File: src/rtl/emulador_de_teclado.sv
`default_nettype none
// ============================================================================
// Module  : emulador_de_teclado
// Brief   : 4x4 matrix-keypad emulator answering the lin_matriz row scan.
//           Optional contact bounce is enabled by the EMULADOR_BOUNCE_EN macro.
// Revision: 1.0
// ============================================================================
module emulador_de_teclado #(
  parameter int          BOUNCE_CYCLES = 2000,
  parameter int          GAP_CYCLES    = 1000,
  parameter logic [15:0] LFSR_SEED     = 16'hACE1
) (
  input  logic        clk,
  input  logic        rst,
  input  logic [3:0]  lin_matriz,
  output logic [3:0]  col_matriz,
  input  logic        cmd_valid,
  output logic        cmd_ready,
  input  logic [3:0]  cmd_key,
  input  logic [15:0] cmd_hold_cycles,
  output logic        busy,
  output logic        done,
  output logic        contact
);

  typedef enum logic [2:0] {
    S_IDLE     = 3'd0,
    S_BOUNCE_P = 3'd1,
    S_HOLD     = 3'd2,
    S_BOUNCE_R = 3'd3,
    S_GAP      = 3'd4
  } state_t;

  localparam logic [15:0] C_GAP_LOAD = 16'(GAP_CYCLES - 1);

  state_t      state_q, state_d;
  logic [15:0] cnt_q, cnt_d;
  logic        contact_q, contact_d;
  logic        done_q, done_d;
  logic [1:0]  row_q, row_d;
  logic [1:0]  col_q, col_d;
  logic [1:0]  w_key_row, w_key_col;
  logic [15:0] w_hold_load;

`ifdef EMULADOR_BOUNCE_EN
  localparam logic [15:0] C_BOUNCE_LOAD = 16'(BOUNCE_CYCLES - 1);
  logic [15:0] lfsr_q, lfsr_d;
  logic [15:0] hold_q, hold_d;
`else
  logic unused_cfg;
  assign unused_cfg = ^{LFSR_SEED, 32'(BOUNCE_CYCLES)};
`endif

  // Keypad layout: r0 "1 2 3 A", r1 "4 5 6 B", r2 "7 8 9 C", r3 "* 0 # D"
  always_comb begin
    w_key_row = 2'd0;
    w_key_col = 2'd0;
    case (cmd_key)
      4'h1: begin w_key_row = 2'd0; w_key_col = 2'd0; end
      4'h2: begin w_key_row = 2'd0; w_key_col = 2'd1; end
      4'h3: begin w_key_row = 2'd0; w_key_col = 2'd2; end
      4'hA: begin w_key_row = 2'd0; w_key_col = 2'd3; end
      4'h4: begin w_key_row = 2'd1; w_key_col = 2'd0; end
      4'h5: begin w_key_row = 2'd1; w_key_col = 2'd1; end
      4'h6: begin w_key_row = 2'd1; w_key_col = 2'd2; end
      4'hB: begin w_key_row = 2'd1; w_key_col = 2'd3; end
      4'h7: begin w_key_row = 2'd2; w_key_col = 2'd0; end
      4'h8: begin w_key_row = 2'd2; w_key_col = 2'd1; end
      4'h9: begin w_key_row = 2'd2; w_key_col = 2'd2; end
      4'hC: begin w_key_row = 2'd2; w_key_col = 2'd3; end
      4'hE: begin w_key_row = 2'd3; w_key_col = 2'd0; end
      4'h0: begin w_key_row = 2'd3; w_key_col = 2'd1; end
      4'hF: begin w_key_row = 2'd3; w_key_col = 2'd2; end
      default: begin w_key_row = 2'd3; w_key_col = 2'd3; end
    endcase
  end

  assign w_hold_load = (cmd_hold_cycles == 16'd0) ? 16'd0 : cmd_hold_cycles - 16'd1;

  always_comb begin
    state_d = state_q;
    cnt_d   = cnt_q;
    done_d  = 1'b0;
    row_d   = row_q;
    col_d   = col_q;
`ifdef EMULADOR_BOUNCE_EN
    lfsr_d  = lfsr_q;
    hold_d  = hold_q;
`endif
    case (state_q)
      S_IDLE: begin
        if (cmd_valid) begin
          row_d = w_key_row;
          col_d = w_key_col;
`ifdef EMULADOR_BOUNCE_EN
          hold_d  = w_hold_load;
          state_d = S_BOUNCE_P;
          cnt_d   = C_BOUNCE_LOAD;
`else
          state_d = S_HOLD;
          cnt_d   = w_hold_load;
`endif
        end
      end
`ifdef EMULADOR_BOUNCE_EN
      S_BOUNCE_P: begin
        lfsr_d = {lfsr_q[14:0], lfsr_q[15] ^ lfsr_q[13] ^ lfsr_q[12] ^ lfsr_q[10]};
        if (cnt_q == 16'd0) begin
          state_d = S_HOLD;
          cnt_d   = hold_q;
        end else begin
          cnt_d = cnt_q - 16'd1;
        end
      end
      S_BOUNCE_R: begin
        lfsr_d = {lfsr_q[14:0], lfsr_q[15] ^ lfsr_q[13] ^ lfsr_q[12] ^ lfsr_q[10]};
        if (cnt_q == 16'd0) begin
          state_d = S_GAP;
          cnt_d   = C_GAP_LOAD;
        end else begin
          cnt_d = cnt_q - 16'd1;
        end
      end
`endif
      S_HOLD: begin
        if (cnt_q == 16'd0) begin
`ifdef EMULADOR_BOUNCE_EN
          state_d = S_BOUNCE_R;
          cnt_d   = C_BOUNCE_LOAD;
`else
          state_d = S_GAP;
          cnt_d   = C_GAP_LOAD;
`endif
        end else begin
          cnt_d = cnt_q - 16'd1;
        end
      end
      S_GAP: begin
        if (cnt_q == 16'd0) begin
          state_d = S_IDLE;
          done_d  = 1'b1;
        end else begin
          cnt_d = cnt_q - 16'd1;
        end
      end
      default: state_d = S_IDLE;
    endcase

    // Contact is registered against the state being entered, so it is valid in that state's first cycle
    contact_d = (state_d == S_HOLD);
`ifdef EMULADOR_BOUNCE_EN
    if (state_d == S_BOUNCE_P || state_d == S_BOUNCE_R) contact_d = lfsr_d[0];
`endif
  end

  always_ff @(posedge clk) begin
    if (rst) begin
      state_q   <= S_IDLE;
      cnt_q     <= 16'd0;
      contact_q <= 1'b0;
      done_q    <= 1'b0;
      row_q     <= 2'd0;
      col_q     <= 2'd0;
`ifdef EMULADOR_BOUNCE_EN
      lfsr_q    <= LFSR_SEED;
      hold_q    <= 16'd0;
`endif
    end else begin
      state_q   <= state_d;
      cnt_q     <= cnt_d;
      contact_q <= contact_d;
      done_q    <= done_d;
      row_q     <= row_d;
      col_q     <= col_d;
`ifdef EMULADOR_BOUNCE_EN
      lfsr_q    <= lfsr_d;
      hold_q    <= hold_d;
`endif
    end
  end

  always_comb begin
    col_matriz = 4'hF;
    if (contact_q && !lin_matriz[row_q]) col_matriz[col_q] = 1'b0;
  end

  assign cmd_ready = (state_q == S_IDLE);
  assign busy      = (state_q != S_IDLE);
  assign done      = done_q;
  assign contact   = contact_q;

endmodule
`default_nettype wire

File: config.mk
export PLATFORM = sky130hd
export DESIGN_NAME = emulador_de_teclado
export DESIGN_NICKNAME = d
export VERILOG_FILES = /design/src/rtl/emulador_de_teclado.sv
export SDC_FILE = /design/constraint.sdc
export NUM_CORES = 1
export LEC_CHECK = 0
export ABC_CLOCK_PERIOD_IN_PS = 3600
export CAP_MARGIN = 20
export CORE_MARGIN = 2
export CORE_UTILIZATION = 51
export CTS_BUF_LIST = sky130_fd_sc_hd__clkbuf_4 sky130_fd_sc_hd__clkbuf_8
export DETAILED_ROUTE_END_ITERATION = 16
export DONT_BUFFER_PORTS = 1
export PLACE_DENSITY = 0.64
export SETUP_SLACK_MARGIN = 0.1
export SYNTH_ARGS = -nofsm -noshare
export SYNTH_HDL_FRONTEND = slang
export SYNTH_SLANG_ARGS = --single-unit
File: constraint.sdc
create_clock -name clk -period 3.6 [get_ports clk]
set_input_delay 0.36 -clock clk [delete_from_list [all_inputs] [get_ports clk]]
set_output_delay 0.36 -clock clk [all_outputs]
set_load 0.01 [all_outputs]
==> results of run 1 <==
## metal layers
layer / track usage [%] / up-vias
met3: 5.36 / 5
met2: 39.9 / 78
met4: 6.79 / 0
met5: 0 / -
met1: 31.3 / 844
li1: - / 923
## worst paths after layout
kind / start / to
hold / removal: rst / cnt_q[5]
setup reg to reg: cnt_q[2] / cnt_q[15]
hold reg to reg: row_q[1] / row_q[1]
setup / recovery: cnt_q[2] / cnt_q[15]
## logic make-up after synthesis
logic type	count (synthesis)	synth area share, %
fa+ha+maj	3	2.08
flops	25	27.7
mux	2	1.80
other cells	1	0.207
simple gates	99	28.2
xor+xnor	9	4.36
compound gates	85	30.3
buf+inv	23	5.33
## cells in the mapped netlist, types with 3 or more instances
| master | count |
|---|---|
| nor2b_1 | 3 |
| nor3_1 | 11 |
| o31ai_1 | 4 |
| a32o_1 | 5 |
| xnor2_1 | 9 |
| o32ai_1 | 5 |
| nand2_1 | 16 |
| a211oi_1 | 5 |
| o21ai_0 | 24 |
| ha_1 | 3 |
| dfxtp_1 | 25 |
| or3_1 | 6 |
| inv_1 | 12 |
| o21a_1 | 3 |
| nor2_1 | 27 |
| nor4_1 | 8 |
| o221ai_1 | 3 |
| clkbuf_1 | 8 |
| nand4_1 | 5 |
| nand3_1 | 7 |
| nand2b_1 | 5 |
| a21o_1 | 3 |
| a21oi_1 | 22 |
| o22ai_1 | 3 |
## report_power, final
group / switching (W) / internal [W] / total (W) / leakage [nW]
sequential: 0.0000211 / 0.000295 / 0.000316 / 0.205
clock: 0.0000849 / 0.0000510 / 0.000136 / 0.0184
combinational: 0.000100 / 0.0000703 / 0.000171 / 0.432
## flip-flops by register name, summed over array words and instances, names as in the netlist
register and flops:
cnt_q 16, state_q 3, col_q 2, row_q 2, contact 1, done 1
## placed cells by master (no fill, tap or decap), types with 2 or more instances in the layout
master	count
o21ai_0	24
or3_1	6
inv_1	12
xnor2_1	9
nor3_1	11
nand4_1	5
ha_1	3
a211oi_1	5
o32ai_1	5
nand2b_1	5
o221ai_1	3
and3_1	2
nor2b_1	3
nor2_1	27
dfxtp_1	25
clkbuf_4	4
a21o_1	3
nor4_1	8
or4_1	2
o31ai_1	4
nand3_1	7
a31oi_1	2
nand2_1	16
o22ai_1	3
o21a_1	3
nand3b_1	2
a32o_1	5
a21oi_1	22
## final cells by class
cell class / count / area [sq um] / area share (%)
Clock buffer: 4 / 30.0 / 1.63
Inverter: 12 / 45.0 / 2.44
Multi-Input combinational cell: 199 / 1210 / 65.7
Sequential cell: 25 / 500 / 27.1
Tap cell: 46 / 57.6 / 3.12
## per-stage QoR
step	hold slack [ps]	cells	instance area (sq um)	total power, W
finish	83.7	286	1840	0.000622
global route	49.0	286	1840	0.000663
CTS	74.9	286	1840	0.000625
detailed placement	436	282	1810	0.000489
global placement	433	282	1810	0.000486
floorplan	439	247	1810	0.000460
==> results.md, run 1 <==
| Metric | This run |
| --- | --- |
| Detailed Route WL | 4570 microns |
| Final Util | 54.8% |
| Ordered cell list for the critical path | or4_4, or3_4, or3_1, nor4_1, o21ai_0, a32o_1 |
| Number of global-route vias before repair | 1,735 |
| Sequential cell area fraction in the yosys report | 27.7% |
| Die Span Y | 63.5 microns |
| Met3 Wirelength | 277 microns |
| Hpwl dp | 3490 microns |
| Number of post-CTS setup repair buffers | 0 |
| Buf/Inv on CP | 0 |
| Clock slew at reported path FFs | 130 ps |
| Die X | 63.5 microns |
| TritonCTS sink count | 25 |
| Number of flops mapped to enable cells by yosys | 0 |
| Overall die area | 4040 sq um |
| Top post-synthesis cells by area | dfxtp_1 (28%), o21ai_0 (6.6%), a21oi_1 (6.1%), nor2_1 (5.6%), xnor2_1 (4.4%) |
| Flip-flop cell with the highest count after synthesis | dfxtp_1 |
| Path category of the worst min-delay check | primary input to register |
| Category of the critical setup timing path | register to register |
| Hold buffer count at CTS | 0 |
| Share of post-route cells with drive strength above 1 | 3.75% |
| PwrDens | 337 nW/um^2 |
| Post-route minimum period | 2500 ps |
| Post-DR wirelength/cell | 16.0 microns |
| Yosys warning count | 0 |
| Yosys top cell area share | 27.7% |
| CTS Root Buffer Type | clkbuf_4 |
| Top layer in use | met4 |
| TritonCTS buffer count | 3 |
| Final layout net count | 271 |
| R2R depth | 6 |
| Pre-CTS worst setup slack | 1120 ps |
| Result of the run | finished, final reports clean |
| Synthesized net count | 277 |
| Number of gates resized after cts | 0 |
| Gate count of the mapped netlist | 247 |
| Total number of placement rows | 21 |
| Worst path setup slack after routing | 1100 ps |
| Routed vias/inst | 6.47 |
| Max Buffers Root-to-Sink | 2 |
| Maximum fanout encountered on the critical timing path | 9 |
| Initial DRT Pass Iterations | 4 |
| Max H-tree Level | 1 |
| Amount of wire on met2 after detailed routing | 2170 microns |
| Endpoint arrival time on the critical path | 2730 ps |
| Final number of max-transition violations | 0 |
| Average cell area after synthesis | 7.32 sq um |
| Number of hold violations in the final report | 0 |
| Number of vias after detailed routing | 1,850 |
| Setup repair after global routing missed its margin | no |
| Residual antenna-violating net count after detailed routing | 0 |
| Initial core utilization | 53.8% |
| Initial DRC count | 130 |
| Data required time at the worst endpoint | 3830 ps |
| CTS tree | done |
| Stages on worst setup path | 6 |
| Wire length of the first global-routing pass | 7800 microns |
| Gp weighted congestion | 0.910 |
| Count of unresolved DRC violations after routing | 0 |
| Global route overflow | 0 |
| Final Cycle Share | 69.5% |
| Total setup violations reported at the end of the flow | 0 |
| Final antenna diode count | 0 |
| Max Freq | 400 MHz |
| Top-Level Pins | 35 |
| Sum Neg Setup Slack | 0 ps |
| Share of flip-flops with an asynchronous set or reset after synthesis | 0% |
| Area of the core | 3360 sq um |
| Number of buffer cells added on primary ports | 0 |
| Worst-case clock skew | 2.70 ps |
| Critical path endpoint category | register |
| Number of antenna violations at the first check in global routing | 0 |
| Fillcell total | 354 |
| Family with the most delay on the worst path | simple AND/OR/NAND/NOR gates |
| Critical path's slowest cell | or4_4 |
| Relative area change from synthesis to final layout | 2.01% |
| LEAKAGE | 0.656 nW |
| Cell area after synthesis | 1810 sq um |
| Number of cells on the worst hold path | 1 |
| Max Cap Violations | 0 |
| Remaining max-slew budget at the tightest pin | 33.1% |
| Worst setup SP type | register |
| Met1 wire length | 2090 microns |
| Worst stage delay on the critical path | 510 ps |
| Synth unique cells | 44 |
| Clock latency at the later pin of the worst-skew pair | 320 ps |
| Pin count of the biggest net entering global routing | 16 |
| Cell type contributing the most total cell area after synthesis | dfxtp_1 |
| Least-Margin Pin Slew | 989 ps |
| Combined global-route utilization of all metal layers | 24.1% |
| Flop and latch count out of synthesis | 25 |
| Max IR drop VDD | 0.000166 V |
| Flop-to-flop setup slack | 1100 ps |
Note: power is estimated with default switching activity, not from simulation.
==> run 2: changes to the inputs <==
- ABC_CLOCK_PERIOD_IN_PS: 3600 -> 2250
- PLACE_DENSITY: 0.64 -> 0.67
- clock period: 3.6 -> 2.25 ns (I/O delays scaled with it)
==> results.md, run 2 (synthesis gave the netlist of run 1 again) <==
| Metric | This run | Delta |
| --- | --- | --- |
| Endpoint of the worst register-to-register path | cnt_q[13] |  |
| Detailed Route WL | 4840 microns | +6.0% |
| Worst path setup slack after routing | -6.48 ps | -1110 ps |
| Final number of max-transition violations | 0 | unchanged |
| Global route overflow | 0 | unchanged |
| Number of hold violations in the final report | 0 | unchanged |
| Internal power | 0.000746 W | +79% |
| CP endpoint | cnt_q[13] |  |
| Max H-tree Level | 1 | unchanged |
| Switching power | 0.000362 W | +76% |
| Combined global-route utilization of all metal layers | 24.8% | +0.75 points |
| Max Freq | 443 MHz | +11% |
| Hpwl dp | 3550 microns | +1.7% |
| Final Util | 64.1% | +9.2 points |
| Final layout net count | 299 | +10% |
| Top-Level Pins | 35 | unchanged |
| Sum Neg Setup Slack | -6.48 ps | -6.48 ps |
| Critical path endpoint category | register |  |
| Relative area change from synthesis to final layout | 19.2% |  |
| Die Span Y | 63.5 microns | unchanged |
| Area of the core | 3360 sq um | unchanged |
| Residual antenna-violating net count after detailed routing | 0 | unchanged |
| Category of the critical setup timing path | register to register |  |
| Wire length of the first global-routing pass | 8000 microns | +2.5% |
| Setup repair after global routing missed its margin | yes |  |
| Gp weighted congestion | 0.894 | -1.8% |
| Largest register FFs | 16 | unchanged |
| Result of the run | finished with violations |  |
| Commonest non-fill, non-tap cells in the layout | nor2_1 (26), buf_4 (24), dfxtp_1 (23) |  |
| Flop-to-flop setup slack | -6 ps | -1110 ps |
| Worst stage delay on the critical path | 520 ps | about the same |
| Data required time at the worst endpoint | 2540 ps | -1290 ps |
| Worst-case clock skew | 9.51 ps | +6.81 ps |
| Critical path's slowest cell | or4_4 |  |
| Number of vias after detailed routing | 1,953 | +5.6% |
| LEAKAGE | 0.815 nW | +24% |
| Path category of the worst min-delay check | primary input to register |  |
| Maximum fanout encountered on the critical timing path | 5 | -4 |
| CTS Root Buffer Type | clkbuf_4 |  |
| Max Buffers Root-to-Sink | 2 | unchanged |
| Number of antenna violations at the first check in global routing | 0 | unchanged |
| Most prevalent standard cell on the critical path | or3_4 |  |
| Post-route minimum period | 2260 ps | -244 ps |
| Part of the total power dissipated in sequential elements | 45.4% | -5.3 points |
| Overall die area | 4040 sq um | unchanged |
| R2R depth | 6 | unchanged |
| Final antenna diode count | 0 | unchanged |
| Final Cycle Share | 100% | +31 points |
| TritonCTS buffer count | 3 | unchanged |
| Share of post-route cells with drive strength above 1 | 19.4% | +16 points |
| Fraction of power spent switching nets | 32.7% | -0.48 points |
| Ordered cell list for the critical path | or4_4, or3_4, or3_4, or3_1, o22ai_1, a32o_2 |  |
| Most common cell after layout, fill and taps aside | nor2_1 |  |
| Total number of placement rows | 21 | unchanged |
| Fillcell total | 327 | -7.6% |
| Clock slew at reported path FFs | 140 ps | about the same |
| Number of global-route vias before repair | 1,772 | +2.1% |
| Pin count of the biggest net entering global routing | 14 | -2 |
| Number of buffer cells added on primary ports | 0 | unchanged |
| Worst reg2reg startpoint | cnt_q[0] |  |
| Initial core utilization | 53.8% | unchanged |
| Worst setup SP type | register |  |
| Post-DR wirelength/cell | 15.4 microns | -3.5% |
| Register with the most flip-flops | cnt_q |  |
| Pre-CTS worst setup slack | 1.49 ps | -1120 ps |
| Max Cap Violations | 0 | unchanged |
| Violated checks | negative setup slack |  |
| Clock latency at the later pin of the worst-skew pair | 330 ps | about the same |
| Count of unresolved DRC violations after routing | 0 | unchanged |
| CTS tree | done |  |
| Endpoint arrival time on the critical path | 2550 ps | -180 ps |
| Routed vias/inst | 6.22 | -3.8% |
| TritonCTS sink count | 25 | unchanged |
| Max IR drop VDD | 0.000222 V | +34% |
| Die X | 63.5 microns | unchanged |
| Remaining max-slew budget at the tightest pin | 62.0% | +29 points |
| PwrDens | 514 nW/um^2 | +52% |
| Clk pwr share | 19.8% | -2.0 points |
| Initial DRC count | 130 | unchanged |
| Overall power after layout | 0.00111 W | +78% |
| Least-Margin Pin Slew | 566 ps | -423 ps |
| Largest registers | cnt_q x16, state_q x3 |  |
| Proportion of power drawn by combinational gates | 34.8% | +7.4 points |
| Setup crit start | cnt_q[0] |  |
| Initial DRT Pass Iterations | 4 | unchanged |
| Total setup violations reported at the end of the flow | 1 | +1 |
==> run 2: how the worst min path moves through the flow <==
stage | slack, ps | startpoint | endpoint | cells past startpoint
2_1_floorplan | 300 | rst | done | 1
3_3_place_gp | 300 | rst | cnt_q[0] | 1
3_5_place_dp | 300 | rst | cnt_q[0] | 1
4_1_cts | 20 | rst | cnt_q[6] | 2
5_1_grt | 30 | rst | cnt_q[6] | 2
6_report | 20 | rst | cnt_q[6] | 2
==> run 2: what timing repair did <==
action / in CTS / in global routing
buffers inserted: 0 / 5
setup endpoints to repair: 5 / 16
endpoints found under the hold margin: 12 / 0
hold buffers: 1 / 0
gates resized for setup: 7 / 15
pin swaps: 1 / 3
==> run 2: area by class of cell <==
class / instances / area [sq um] / area share (%)
multi-input cells: 199 / 1290 / 59.7
flip-flops and latches: 25 / 503 / 23.3
repair buffers: 28 / 233 / 10.8
well taps: 46 / 57.6 / 2.67
inverters: 12 / 45.0 / 2.09
clock buffers: 4 / 30.0 / 1.39
==> run 2: per-stage QoR <==
stage	std cells	cell area, sq um	hold WS, ps
detailed placement	304	1990	295
floorplan	247	1810	304
CTS	309	2060	23.8
global placement	304	1990	296
finish	314	2150	24.5
global route	314	2150	34.6
==> run 2: worst max-delay path: cells and delay by family (launching register included) <==
kind	cells	cell delay, ps
compound gates	2	280
flops	1	340
simple gates	4	1600
==> run 2: power groups by stage <==
stage	registers, W	logic [W]	clock network, W
after global routing	0.000508	0.000424	0.000245
final	0.000503	0.000386	0.000220
after floorplan	0.000501	0.000235	0
after global placement	0.000509	0.000315	0
after detailed placement	0.000509	0.000316	0
after CTS	0.000501	0.000334	0.000224
==> run 2: routing by layer <==
metal  track usage, %  share of wire [%]
met1             32.6                 43
met2             40.4                 48
met3             4.46                7.8
met4             9.24                1.6
met5                0                  0
